**src/rtl/neuron_pkg.sv**
```systemverilog
// Shared constants and FSM encoding for the time-multiplexed neuron scheduler.
package neuron_pkg;
  localparam int N_STAGES         = 6;
  localparam int INPUTS           = 2 ** N_STAGES;
  localparam int OUTPUT_PRECISION = N_STAGES + 2;
  localparam int MINUS_TETA_RESET = -5;

  typedef enum logic [1:0] {
    COLLECT = 2'd0,
    EVAL    = 2'd1,
    DONE    = 2'd2
  } sched_state_e;
endpackage

```
**src/rtl/neuron_state_file.sv**
```systemverilog
// Per-neuron weights, membrane potential and last-spike flag, with one read port
// (selected neuron) and separate ports for datapath write-back and weight bytes.
module neuron_state_file #(
  parameter int N_NEURONS = 4,
  parameter int INPUTS    = 64,
  parameter int PREC      = 8,
  localparam int IW = (N_NEURONS > 1) ? $clog2(N_NEURONS) : 1,
  localparam int BW = (INPUTS / 8 > 1) ? $clog2(INPUTS / 8) : 1
) (
  input  logic              clk,
  input  logic              reset,
  input  logic [IW-1:0]     i_rd_idx,
  output logic [INPUTS-1:0] o_rd_w,
  output logic [PREC-1:0]   o_rd_u,
  output logic              o_rd_ws,
  input  logic              i_wb_en,
  input  logic [IW-1:0]     i_wb_idx,
  input  logic [PREC-1:0]   i_wb_u,
  input  logic              i_wb_ws,
  input  logic              i_wr_en,
  input  logic [IW-1:0]     i_wr_neuron,
  input  logic [BW-1:0]     i_wr_byte,
  input  logic [7:0]        i_wr_data
);
  logic [INPUTS-1:0] r_w  [N_NEURONS];
  logic [PREC-1:0]   r_u  [N_NEURONS];
  logic              r_ws [N_NEURONS];

  assign o_rd_w  = r_w[i_rd_idx];
  assign o_rd_u  = r_u[i_rd_idx];
  assign o_rd_ws = r_ws[i_rd_idx];

  always_ff @(posedge clk) begin
    if (reset) begin
      for (int n = 0; n < N_NEURONS; n++) begin
        r_w[n]  <= '0;
        r_u[n]  <= '0;
        r_ws[n] <= 1'b0;
      end
    end else begin
      if (i_wb_en) begin
        r_u[i_wb_idx]  <= i_wb_u;
        r_ws[i_wb_idx] <= i_wb_ws;
      end
      if (i_wr_en) begin
        r_w[i_wr_neuron][8*i_wr_byte +: 8] <= i_wr_data;
      end
    end
  end
endmodule

```
**src/rtl/neuron_scheduler.sv**
```systemverilog
// Collects a spike frame byte-wise, then walks every virtual neuron through the shared
// datapath one per cycle and reports the per-neuron spikes with a one-cycle pulse.
module neuron_scheduler #(
  parameter int  N_STAGES         = neuron_pkg::N_STAGES,
  parameter int  N_NEURONS        = 4,
  localparam int INPUTS           = 2 ** N_STAGES,
  localparam int OUTPUT_PRECISION = N_STAGES + 2,
  localparam int AW               = $clog2(N_NEURONS * INPUTS / 8)
) (
  input  logic                        clk,
  input  logic                        reset,
  input  logic                        in_valid,
  input  logic [7:0]                  in_data,
  output logic                        in_ready,
  input  logic                        wcfg_we,
  input  logic [AW-1:0]               wcfg_addr,
  input  logic [7:0]                  wcfg_data,
  output logic                        wcfg_ready,
  input  logic [OUTPUT_PRECISION-1:0] cfg_minus_teta,
  input  logic [2:0]                  cfg_shift,
  output logic [INPUTS-1:0]           dp_x,
  output logic [INPUTS-1:0]           dp_w,
  output logic [2:0]                  dp_shift,
  output logic [OUTPUT_PRECISION-1:0] dp_minus_teta,
  output logic [OUTPUT_PRECISION-1:0] dp_previus_u,
  output logic                        dp_was_spike,
  input  logic [OUTPUT_PRECISION-1:0] dp_u_out,
  input  logic                        dp_is_spike,
  output logic                        spike_valid,
  output logic [N_NEURONS-1:0]        spike_vec,
  output logic                        busy
);
  import neuron_pkg::*;

  localparam int NB = INPUTS / 8;
  localparam int BW = (NB > 1) ? $clog2(NB) : 1;
  localparam int IW = (N_NEURONS > 1) ? $clog2(N_NEURONS) : 1;

  sched_state_e                r_state, w_state_nxt;
  logic [BW-1:0]               r_byte_cnt;
  logic [IW-1:0]               r_idx;
  logic [INPUTS-1:0]           r_x;
  logic [OUTPUT_PRECISION-1:0] r_minus_teta;
  logic [2:0]                  r_shift;
  logic [N_NEURONS-1:0]        r_spk, r_spike_vec, w_spk_nxt;
  logic                        w_in_acc, w_last_byte, w_last_idx, w_eval;

  assign in_ready    = (r_state == COLLECT) && !reset;
  assign wcfg_ready  = (r_state != EVAL);
  assign w_eval      = (r_state == EVAL);
  assign w_in_acc    = in_valid && in_ready;
  assign w_last_byte = w_in_acc && (r_byte_cnt == BW'(NB - 1));
  assign w_last_idx  = (r_idx == IW'(N_NEURONS - 1));

  assign dp_x          = r_x;
  assign dp_shift      = r_shift;
  assign dp_minus_teta = r_minus_teta;
  assign spike_vec     = r_spike_vec;

  always_ff @(posedge clk) begin
    if (reset) r_state <= COLLECT;
    else       r_state <= w_state_nxt;
  end

  always_comb begin
    w_state_nxt = r_state;
    busy        = 1'b1;
    spike_valid = 1'b0;
    unique case (r_state)
      COLLECT: begin
        busy = 1'b0;
        if (w_last_byte) w_state_nxt = EVAL;
      end
      EVAL:    if (w_last_idx) w_state_nxt = DONE;
      DONE: begin
        spike_valid = 1'b1;
        w_state_nxt = COLLECT;
      end
      default: w_state_nxt = COLLECT;
    endcase
  end

  always_comb begin
    w_spk_nxt        = r_spk;
    w_spk_nxt[r_idx] = dp_is_spike;
  end

  // Threshold and leak are frozen per frame so mid-frame config changes cannot tear a result.
  always_ff @(posedge clk) begin
    if (reset) begin
      r_byte_cnt   <= '0;
      r_idx        <= '0;
      r_x          <= '0;
      r_minus_teta <= OUTPUT_PRECISION'(MINUS_TETA_RESET);
      r_shift      <= '0;
      r_spk        <= '0;
      r_spike_vec  <= '0;
    end else begin
      if (w_in_acc) begin
        r_x        <= (r_x << 8) | INPUTS'(in_data);
        r_byte_cnt <= w_last_byte ? '0 : r_byte_cnt + BW'(1);
        if (w_last_byte) begin
          r_minus_teta <= cfg_minus_teta;
          r_shift      <= cfg_shift;
        end
      end
      if (w_eval) begin
        r_spk <= w_spk_nxt;
        r_idx <= w_last_idx ? '0 : r_idx + IW'(1);
        if (w_last_idx) r_spike_vec <= w_spk_nxt;
      end
    end
  end

  neuron_state_file #(
    .N_NEURONS (N_NEURONS),
    .INPUTS    (INPUTS),
    .PREC      (OUTPUT_PRECISION)
  ) u_state (
    .clk         (clk),
    .reset       (reset),
    .i_rd_idx    (r_idx),
    .o_rd_w      (dp_w),
    .o_rd_u      (dp_previus_u),
    .o_rd_ws     (dp_was_spike),
    .i_wb_en     (w_eval),
    .i_wb_idx    (r_idx),
    .i_wb_u      (dp_u_out),
    .i_wb_ws     (dp_is_spike),
    .i_wr_en     (wcfg_we && wcfg_ready),
    .i_wr_neuron (wcfg_addr[AW-1:BW]),
    .i_wr_byte   (wcfg_addr[BW-1:0]),
    .i_wr_data   (wcfg_data)
  );
endmodule

```
**config.mk**
```make
export PLATFORM = sky130hd
export DESIGN_NAME = neuron_scheduler
export DESIGN_NICKNAME = d
export VERILOG_FILES = /design/src/rtl/neuron_pkg.sv /design/src/rtl/neuron_state_file.sv /design/src/rtl/neuron_scheduler.sv
export SDC_FILE = /design/constraint.sdc
export NUM_CORES = 1
export LEC_CHECK = 0
export BUFFER_PORTS_ARGS = -buffer_cell sky130_fd_sc_hd__buf_2
export CAP_MARGIN = 20
export CORE_MARGIN = 2
export CORE_UTILIZATION = 40
export CTS_CLUSTER_DIAMETER = 120
export DETAILED_ROUTE_END_ITERATION = 8
export GPL_TIMING_DRIVEN = 1
export HOLD_SLACK_MARGIN = 0.12
export PLACE_DENSITY = 0.69
export SETUP_SLACK_MARGIN = 0.5
export SLEW_MARGIN = 20
export SYNTH_ARGS = -nofsm -noshare
export SYNTH_HDL_FRONTEND = slang
export SYNTH_SLANG_ARGS = --single-unit
```
**constraint.sdc**
```tcl
create_clock -name clk -period 3.9 [get_ports clk]
set_input_delay 0.585 -clock clk [delete_from_list [all_inputs] [get_ports clk]]
set_output_delay 0.585 -clock clk [all_outputs]
set_load 0.02 [all_outputs]
```
==> results of run 1 <==
## logic make-up (layout without fill, tap and decap cells)
kind of cell / after synthesis / after routing / synth area share, %
adder cells (fa/ha/maj): 8 / 8 / 0.614
buffers and inverters: 101 / 300 / 2.51
flip-flops: 383 / 383 / 65.0
AND/OR/NAND/NOR: 581 / 581 / 17.6
AO/OA/AOI/OAI: 115 / 115 / 4.01
other: 0 / 2 / 0
multiplexers: 77 / 77 / 10.3
## cell type report
cell class	instances	area (um^2)
Sequential cell	383	10600
Fill cell	3508	20900
Tap cell	525	657
Clock inverter	20	201
Antenna cell	2	5.00
Inverter	7	26.3
Multi-Input combinational cell	781	5320
Clock buffer	55	1160
Timing Repair Buffer	218	1160
## registers in the layout, summed over array words and instances (netlist names), named ones only
name           cells
dp_x              64
r_spk              3
r_state            2
spike_vec          4
dp_minus_teta      8
dp_shift           3
r_byte_cnt         3
u_state.r_u       32
u_state.r_ws       4
u_state.r_w      256
r_idx              2
## metrics by stage
stage	cell area [um^2]	instances	setup WS [ns]	hold WS, ns
after floorplan	16300	1265	0.962	0.436
after global placement	17800	1914	0.659	0.441
after CTS	19100	1989	0.728	0.194
final	19100	1991	0.844	0.227
after global routing	19100	1989	0.673	0.220
after detailed placement	17800	1914	0.507	0.448
## worst max-delay path, stage by stage, from the launching register on
cell and delay (ns):
sky130_fd_sc_hd__dfxtp_4 0.62, sky130_fd_sc_hd__buf_4 0.50, sky130_fd_sc_hd__mux4_2 0.60, sky130_fd_sc_hd__buf_2 0.18
## layer usage
metal / track usage, % / vias to the layer above
li1: - / 4834
met1: 24.2 / 5074
met2: 31.9 / 467
met3: 5.28 / 52
met4: 5.79 / 6
met5: 0 / -
## power by group
part | total [mW] | leakage [nW] | switching [mW] | internal (mW)
combinational | 0.456 | 2.61 | 0.320 | 0.136
sequential | 4.57 | 3.73 | 0.0555 | 4.52
clock | 3.90 | 0.675 | 1.59 | 2.31
## worst paths after layout
kind,startpoint,end,slack (ns),cells after the start
hold reg to reg,dp_shift[1],dp_shift[1],0.46,2
setup reg to reg,r_state[1],u_state.r_w[0][26],1.34,5
hold / removal,in_data[4],dp_x[4],0.23,3
setup / recovery,register,dp_w[49],0.84,3
## Yosys cell counts
| cell | n |
|---|---|
| sky130_fd_sc_hd__a211oi_1 | 3 |
| sky130_fd_sc_hd__a21o_1 | 15 |
| sky130_fd_sc_hd__a21oi_1 | 20 |
| sky130_fd_sc_hd__a31o_2 | 1 |
| sky130_fd_sc_hd__and2_1 | 94 |
| sky130_fd_sc_hd__and3_1 | 17 |
| sky130_fd_sc_hd__buf_1 | 4 |
| sky130_fd_sc_hd__buf_2 | 24 |
| sky130_fd_sc_hd__clkbuf_1 | 66 |
| sky130_fd_sc_hd__dfxtp_1 | 91 |
| sky130_fd_sc_hd__edfxtp_1 | 292 |
| sky130_fd_sc_hd__ha_1 | 8 |
| sky130_fd_sc_hd__inv_1 | 6 |
| sky130_fd_sc_hd__inv_2 | 1 |
| sky130_fd_sc_hd__mux2i_1 | 4 |
| sky130_fd_sc_hd__mux4_2 | 73 |
| sky130_fd_sc_hd__nand2_1 | 132 |
| sky130_fd_sc_hd__nand2b_1 | 79 |
| sky130_fd_sc_hd__nand3_1 | 9 |
| sky130_fd_sc_hd__nand3b_1 | 1 |
| sky130_fd_sc_hd__nand4b_4 | 1 |
| sky130_fd_sc_hd__nor2_1 | 183 |
| sky130_fd_sc_hd__nor2b_1 | 4 |
| sky130_fd_sc_hd__nor3_1 | 35 |
| sky130_fd_sc_hd__nor3_2 | 3 |
| sky130_fd_sc_hd__nor3_4 | 1 |
| sky130_fd_sc_hd__nor4_1 | 3 |
| sky130_fd_sc_hd__nor4_2 | 4 |
| sky130_fd_sc_hd__nor4b_2 | 1 |
| sky130_fd_sc_hd__o211ai_1 | 1 |
| sky130_fd_sc_hd__o21a_1 | 8 |
| sky130_fd_sc_hd__o21ai_0 | 65 |
| sky130_fd_sc_hd__o21ba_2 | 1 |
| sky130_fd_sc_hd__o22ai_1 | 1 |
| sky130_fd_sc_hd__or2_2 | 9 |
| sky130_fd_sc_hd__or3_1 | 3 |
| sky130_fd_sc_hd__or4_1 | 2 |
## layout by cell type, fill, tap and decap left out, types with 3 or more instances in the layout
master and n:
sky130_fd_sc_hd__edfxtp_1 292, sky130_fd_sc_hd__buf_2 199, sky130_fd_sc_hd__nor2_1 183, sky130_fd_sc_hd__nand2_1 132, sky130_fd_sc_hd__and2_1 94, sky130_fd_sc_hd__dfxtp_1 89
sky130_fd_sc_hd__nand2b_1 79, sky130_fd_sc_hd__mux4_2 73, sky130_fd_sc_hd__o21ai_0 65, sky130_fd_sc_hd__clkbuf_16 43, sky130_fd_sc_hd__nor3_1 35, sky130_fd_sc_hd__a21oi_1 20
sky130_fd_sc_hd__and3_1 17, sky130_fd_sc_hd__buf_4 17, sky130_fd_sc_hd__a21o_1 15, sky130_fd_sc_hd__or2_2 9, sky130_fd_sc_hd__nand3_1 9, sky130_fd_sc_hd__o21a_1 8
sky130_fd_sc_hd__ha_1 8, sky130_fd_sc_hd__clkinv_1 8, sky130_fd_sc_hd__inv_1 6, sky130_fd_sc_hd__clkbuf_1 6, sky130_fd_sc_hd__clkinv_2 5, sky130_fd_sc_hd__nor4_2 4
sky130_fd_sc_hd__mux2i_1 4, sky130_fd_sc_hd__clkbuf_8 4, sky130_fd_sc_hd__nor2b_1 3, sky130_fd_sc_hd__or3_1 3, sky130_fd_sc_hd__nor3_2 3, sky130_fd_sc_hd__nor4_1 3
sky130_fd_sc_hd__a211oi_1 3, sky130_fd_sc_hd__bufinv_16 3
==> flow_summary.rst, run 1 <==
.. list-table::
   :header-rows: 1

   * - Metric
     - Value
   * - Die H
     - 206 um
   * - Half-perimeter wire length of the detailed placement result
     - 27100 um
   * - Max Clk Rate
     - 327 MHz
   * - Number of nets still failing antenna checks after routing
     - 0
   * - Total global routing track utilization
     - 19.1%
   * - Signed area change from the synthesized netlist to the final layout
     - 17.3%
   * - Root Buffer Master
     - sky130_fd_sc_hd__clkbuf_16
   * - Min Clock Period, post-route
     - 3.06 ns
   * - Sum of met2 wire segment lengths after detailed routing
     - 19500 um
   * - Number of max-slew violations in the final report
     - 0
   * - Critical path data arrival time
     - 2.47 ns
   * - Final setup vio count
     - 0
   * - Vias after detailed routing
     - 10400
   * - Number of maximum-capacitance constraint violations
     - 0
   * - Maximum root-to-sink buffer count
     - 3
   * - WL met3
     - 3780 um
   * - Count of boundary I/O pins
     - 201
   * - Post-synthesis average cell area
     - 12.9 um^2
   * - Post-Route Utilization
     - 47.8%
   * - Clock buffer count from CTS
     - 41
   * - Clock transition at the registers of the reported paths
     - 0.06 ns
   * - Initial Utilization
     - 40.8%
   * - Cells after synthesis
     - 1265
   * - RSZ-0062 raised after global routing
     - false
   * - Type of element launching the critical path
     - register
   * - Via count of the first global-routing pass
     - 10400
   * - Metal1 wirelength
     - 15800 um
   * - Hold violation count in the final report
     - 0
   * - Number of warnings issued by yosys
     - 0
   * - Post-detailed-route via-to-cell ratio
     - 5.24
   * - Part of the cycle the worst path needs
     - 78.4%
   * - Category of the critical setup timing path
     - reg -> out
   * - Highest metal layer with signal wires
     - met5
   * - Static Leak
     - 7.02 nW
   * - Cells resized by post-CTS repair
     - 0
   * - Final Routed Wirelength
     - 39900 um
   * - Initial antenna violation count
     - 3
   * - Total DRC errors in the routed layout
     - 0
   * - Post-CTS repair timing setup buffer count
     - 0
   * - DR pass1 iterations
     - 7
   * - Average wire per cell in the routed design
     - 20.0 um
   * - Placer Congestion
     - 0.845
   * - Clock latency at the later pin of the worst-skew pair
     - 0.55 ns
   * - Count of different cell masters after synthesis
     - 37
   * - Maximum fanout along the worst path
     - 23
   * - CTS Sinks
     - 383
   * - Number of violations reported at the end of detailed-routing iteration 0
     - 795
   * - Sequential cell area fraction in the yosys report
     - 65.0%
   * - Quantity of hold-fixing buffers added after cts
     - 0
   * - Transition time at the pin with the least slew margin
     - 1.10 ns
   * - Peak VDD IR
     - 0.274 mV
   * - Overflow after GRT
     - 0
   * - IO buf count
     - 200
   * - Clock tree from TritonCTS
     - done
   * - Post-route setup TNS
     - 0 ns
   * - Setup Skew
     - 0.0184 ns
   * - Status
     - finished clean
   * - Area of the placeable core
     - 40000 um^2
   * - Total number of H-tree levels
     - 2
   * - Maximum number of pins on one net before global-route repair
     - 138
   * - Cell area power density
     - 467 nW/um^2
   * - Top area cells in the synthesized netlist
     - sky130_fd_sc_hd__edfxtp_1 54%, sky130_fd_sc_hd__dfxtp_1 11%, sky130_fd_sc_hd__mux4_2 10%
   * - Wire length of the first global-routing pass
     - 61000 um
   * - Die extent in x
     - 206 um
   * - Worst hold path type
     - in -> reg
   * - Dominant cell type by area after synthesis
     - sky130_fd_sc_hd__edfxtp_1
   * - Required time reported for the critical path endpoint
     - 3.31 ns
   * - Register bit total from synthesis
     - 383
   * - Share of the synthesized area in the top cell type
     - 53.8%
   * - Post-synthesis cell area
     - 16300 um^2
   * - Site Rows
     - 73
   * - Pwr Total
     - 8.93 mW
   * - Crit end category
     - output port
   * - Number of nets at the end of the flow
     - 1485
   * - Fraction of final layout cells with drive strength greater than 1
     - 25.8%
   * - Total Die Area
     - 42400 um^2
   * - Worst max-slew margin expressed relative to the limit
     - 26.6%
   * - Syn nets
     - 1318
Note: power is estimated with default switching activity, not from simulation.
==> inputs of run 2 (changes only) <==
Settings changed: PLACE_DENSITY 0.69 to 0.71.
Clock period 3.9 ns to 2.8 ns, I/O delays scaled along.
==> run 2 against run 1 <==
Net effect: critical path depth increased by 1; non-clock buffer count rose by 47; cell count increased by 2.2%; largest power group unchanged; die area did not move; highest routed layer unchanged; largest cell class unchanged; sequential cell count unchanged; sequential power grew 39%; critical endpoint is now dp_w[43]; routed wire length up 5.8%; clock skew down 0.0034 ns; clock power rose by 39%; count of clock-buffer cells in the layout down 2; register-to-register slack worse by 0.66 ns; total power is 40% higher; critical path type unchanged.
==> flow_summary.rst, run 2 (synthesis results as in run 1) <==
.. list-table::
   :header-rows: 1

   * - Metric
     - Value
   * - Average wire per cell in the routed design
     - 20.8 um (+3.6%)
   * - Filler instances
     - 3402 (-3.0%)
   * - Number of nets at the end of the flow
     - 1532 (+3.2%)
   * - CTS Sinks
     - 383 (unchanged)
   * - Root Buffer Master
     - sky130_fd_sc_hd__clkbuf_16
   * - Reg power frac
     - 51.0% (-0.2 points)
   * - Clock transition at the registers of the reported paths
     - 0.06 ns (about the same)
   * - Final Routed Wirelength
     - 42200 um (+5.8%)
   * - Number of nets still failing antenna checks after routing
     - 0 (unchanged)
   * - Min Clock Period, post-route
     - 2.43 ns
   * - Clock tree from TritonCTS
     - done
   * - Critical path data arrival time
     - 2.01 ns (-0.46 ns)
   * - Category of the critical setup timing path
     - reg -> out
   * - Initial Utilization
     - 40.8% (unchanged)
   * - Top register by number of flip-flops
     - u_state.r_w
   * - Total internal power
     - 9.72 mW (+40%)
   * - Die extent in x
     - 206 um (unchanged)
   * - Total Die Area
     - 42400 um^2 (unchanged)
   * - Die H
     - 206 um (unchanged)
   * - Total number of H-tree levels
     - 2 (unchanged)
   * - Vias after detailed routing
     - 10800 (+4.0%)
   * - Final setup vio count
     - 0 (unchanged)
   * - Via count of the first global-routing pass
     - 11000 (+5.6%)
   * - Post-detailed-route via-to-cell ratio
     - 5.33 (+1.8%)
   * - DR pass1 iterations
     - 5 (-2)
   * - Total global routing track utilization
     - 20.1% (+1.0 points)
   * - Wire length of the first global-routing pass
     - 63900 um (+4.9%)
   * - Fraction of final layout cells with drive strength greater than 1
     - 28.1% (+2.3 points)
   * - IO buf count
     - 200 (unchanged)
   * - Switching power share of the total
     - 22.2% (+0.16 points)
   * - Clock buffer count from CTS
     - 41 (unchanged)
   * - Status
     - finished clean
   * - Most frequent cells in the layout
     - 292 x sky130_fd_sc_hd__edfxtp_1, 183 x sky130_fd_sc_hd__nor2_1, 173 x sky130_fd_sc_hd__buf_2
   * - Max Clk Rate
     - 412 MHz
   * - Maximum fanout along the worst path
     - 5 (-78%)
   * - Signed area change from the synthesized netlist to the final layout
     - 22.3%
   * - Cell area power density
     - 626 nW/um^2 (+34%)
   * - Worst max-slew margin expressed relative to the limit
     - 51.2% (+25 points)
   * - Number of violations reported at the end of detailed-routing iteration 0
     - 866 (+8.9%)
   * - Setup Skew
     - 0.0150 ns (-0.00343 ns)
   * - Flip-flop count of the largest register, all copies and words added
     - 256 (unchanged)
   * - Site Rows
     - 73 (unchanged)
   * - Part of the cycle the worst path needs
     - 86.7%
   * - Clock latency at the later pin of the worst-skew pair
     - 0.56 ns (about the same)
   * - Type of element launching the critical path
     - register
   * - Net Switching
     - 2.77 mW (+41%)
   * - Placer Congestion
     - 0.817 (-3.3%)
   * - Setup slack after placement
     - 0.188 ns (-0.319 ns)
   * - Number of maximum-capacitance constraint violations
     - 0 (unchanged)
   * - Hold violation count in the final report
     - 0 (unchanged)
   * - Maximum number of pins on one net before global-route repair
     - 114 (-17%)
   * - Smallest setup slack after layout
     - 0.373 ns (-0.470 ns)
   * - Post-Route Hold Slack
     - 0.174 ns (-0.0533 ns)
   * - Worst hold path type
     - in -> reg
   * - Overflow after GRT
     - 0 (unchanged)
   * - Initial antenna violation count
     - 3 (unchanged)
   * - Area of the placeable core
     - 40000 um^2 (unchanged)
   * - Static Leak
     - 7.32 nW (+4.3%)
   * - Total DRC errors in the routed layout
     - 0 (unchanged)
   * - Required time reported for the critical path endpoint
     - 2.38 ns (-0.93 ns)
   * - Number of max-slew violations in the final report
     - 0 (unchanged)
   * - RSZ-0062 raised after global routing
     - true
   * - Part of the total power dissipated in the clock network
     - 43.3% (-0.4 points)
   * - Proportion of power drawn by combinational gates
     - 5.7% (+0.6 points)
   * - Post-route setup TNS
     - 0 ns (unchanged)
   * - Transition time at the pin with the least slew margin
     - 0.729 ns (-0.372 ns)
   * - Crit end category
     - output port
   * - Most common cell after layout, fill and taps aside
     - sky130_fd_sc_hd__edfxtp_1
   * - Half-perimeter wire length of the detailed placement result
     - 27400 um (+1.2%)
   * - Count of boundary I/O pins
     - 201 (unchanged)
   * - Peak VDD IR
     - 0.467 mV (+70%)
   * - Maximum root-to-sink buffer count
     - 3 (unchanged)
==> run 2: cell count changes in the layout (fill, tap and decap cells not counted), moves of 4 or more <==
cell                            change
sky130_fd_sc_hd__buf_4             +17
sky130_fd_sc_hd__nand2b_2           +6
sky130_fd_sc_hd__clkbuf_8           -4
sky130_fd_sc_hd__buf_16             +6
sky130_fd_sc_hd__o21a_1             -8
sky130_fd_sc_hd__o21a_2             +7
sky130_fd_sc_hd__nand2b_1           -6
sky130_fd_sc_hd__buf_2             -26
sky130_fd_sc_hd__buf_6             +26
sky130_fd_sc_hd__dlygate4sd3_1     +18
==> run 2: critical path, cell delays in order, from the launching register on <==
cell,delay [ns]
sky130_fd_sc_hd__dfxtp_4,0.45
sky130_fd_sc_hd__buf_12,0.16
sky130_fd_sc_hd__clkbuf_16,0.17
sky130_fd_sc_hd__mux4_2,0.52
sky130_fd_sc_hd__buf_6,0.15
==> run 2: metrics by stage <==
step                std cells  utilization [%]  total power, mW  cell area [um^2]
CTS                      2030             49.4             12.6             19800
detailed placement       1935             45.1             7.15             18000
global route             2032             49.8             12.8             19900
floorplan                1265                -             6.88             16400
finish                   2034             49.9             12.5             19900
global placement         1935             45.1             7.13             18000
==> run 2: repair_timing <==
item / CTS / global route
hold buffers: 18 / 0
setup endpoints to repair: 73 / 130
gates cloned: 4 / 2
buffers inserted: 2 / 0
resized for setup: 25 / 40
endpoints found under the hold margin: 18 / 0
==> run 2: worst paths after layout <==
kind / startpoint / cells past startpoint / slack (ns) / end
worst max register to register: r_state[0] / 7 / 0.68 / u_state.r_w[1][20]
worst min-delay path: dp_u_out[5] / 2 / 0.17 / u_state.r_u[1][5]
worst max-delay path: register / 4 / 0.37 / dp_w[43]
worst min register to register: dp_shift[0] / 2 / 0.45 / dp_shift[0]
==> run 2: layout make-up <==
cell class | count | area [um^2] | area share (%)
clock buffers | 53 | 1110 | 5.59
well taps | 525 | 657 | 3.29
repair buffers | 265 | 1920 | 9.62
diodes | 2 | 5.00 | 0.0251
flip-flops and latches | 383 | 10600 | 53.1
multi-input cells | 781 | 5410 | 27.1
inverters | 7 | 31.3 | 0.157
clock inverters | 18 | 208 | 1.04
==> run 2: routing by layer <==
layer	track usage, %	part of all wire, %	up-vias
li1	-	-	4939
met1	25.3	39	5317
met2	33.8	49	515
met3	5.11	8.9	75
met4	7.19	2.6	2
met5	0	0.031	-
==> run 2: power groups by stage <==
stage,combinational (mW),sequential [mW],clock (mW)
2_1_floorplan,0.404,6.47,0
3_3_place_gp,0.655,6.48,0
3_5_place_dp,0.664,6.49,0
4_1_cts,0.693,6.37,5.50
5_1_grt,0.757,6.38,5.71
6_report,0.707,6.37,5.41
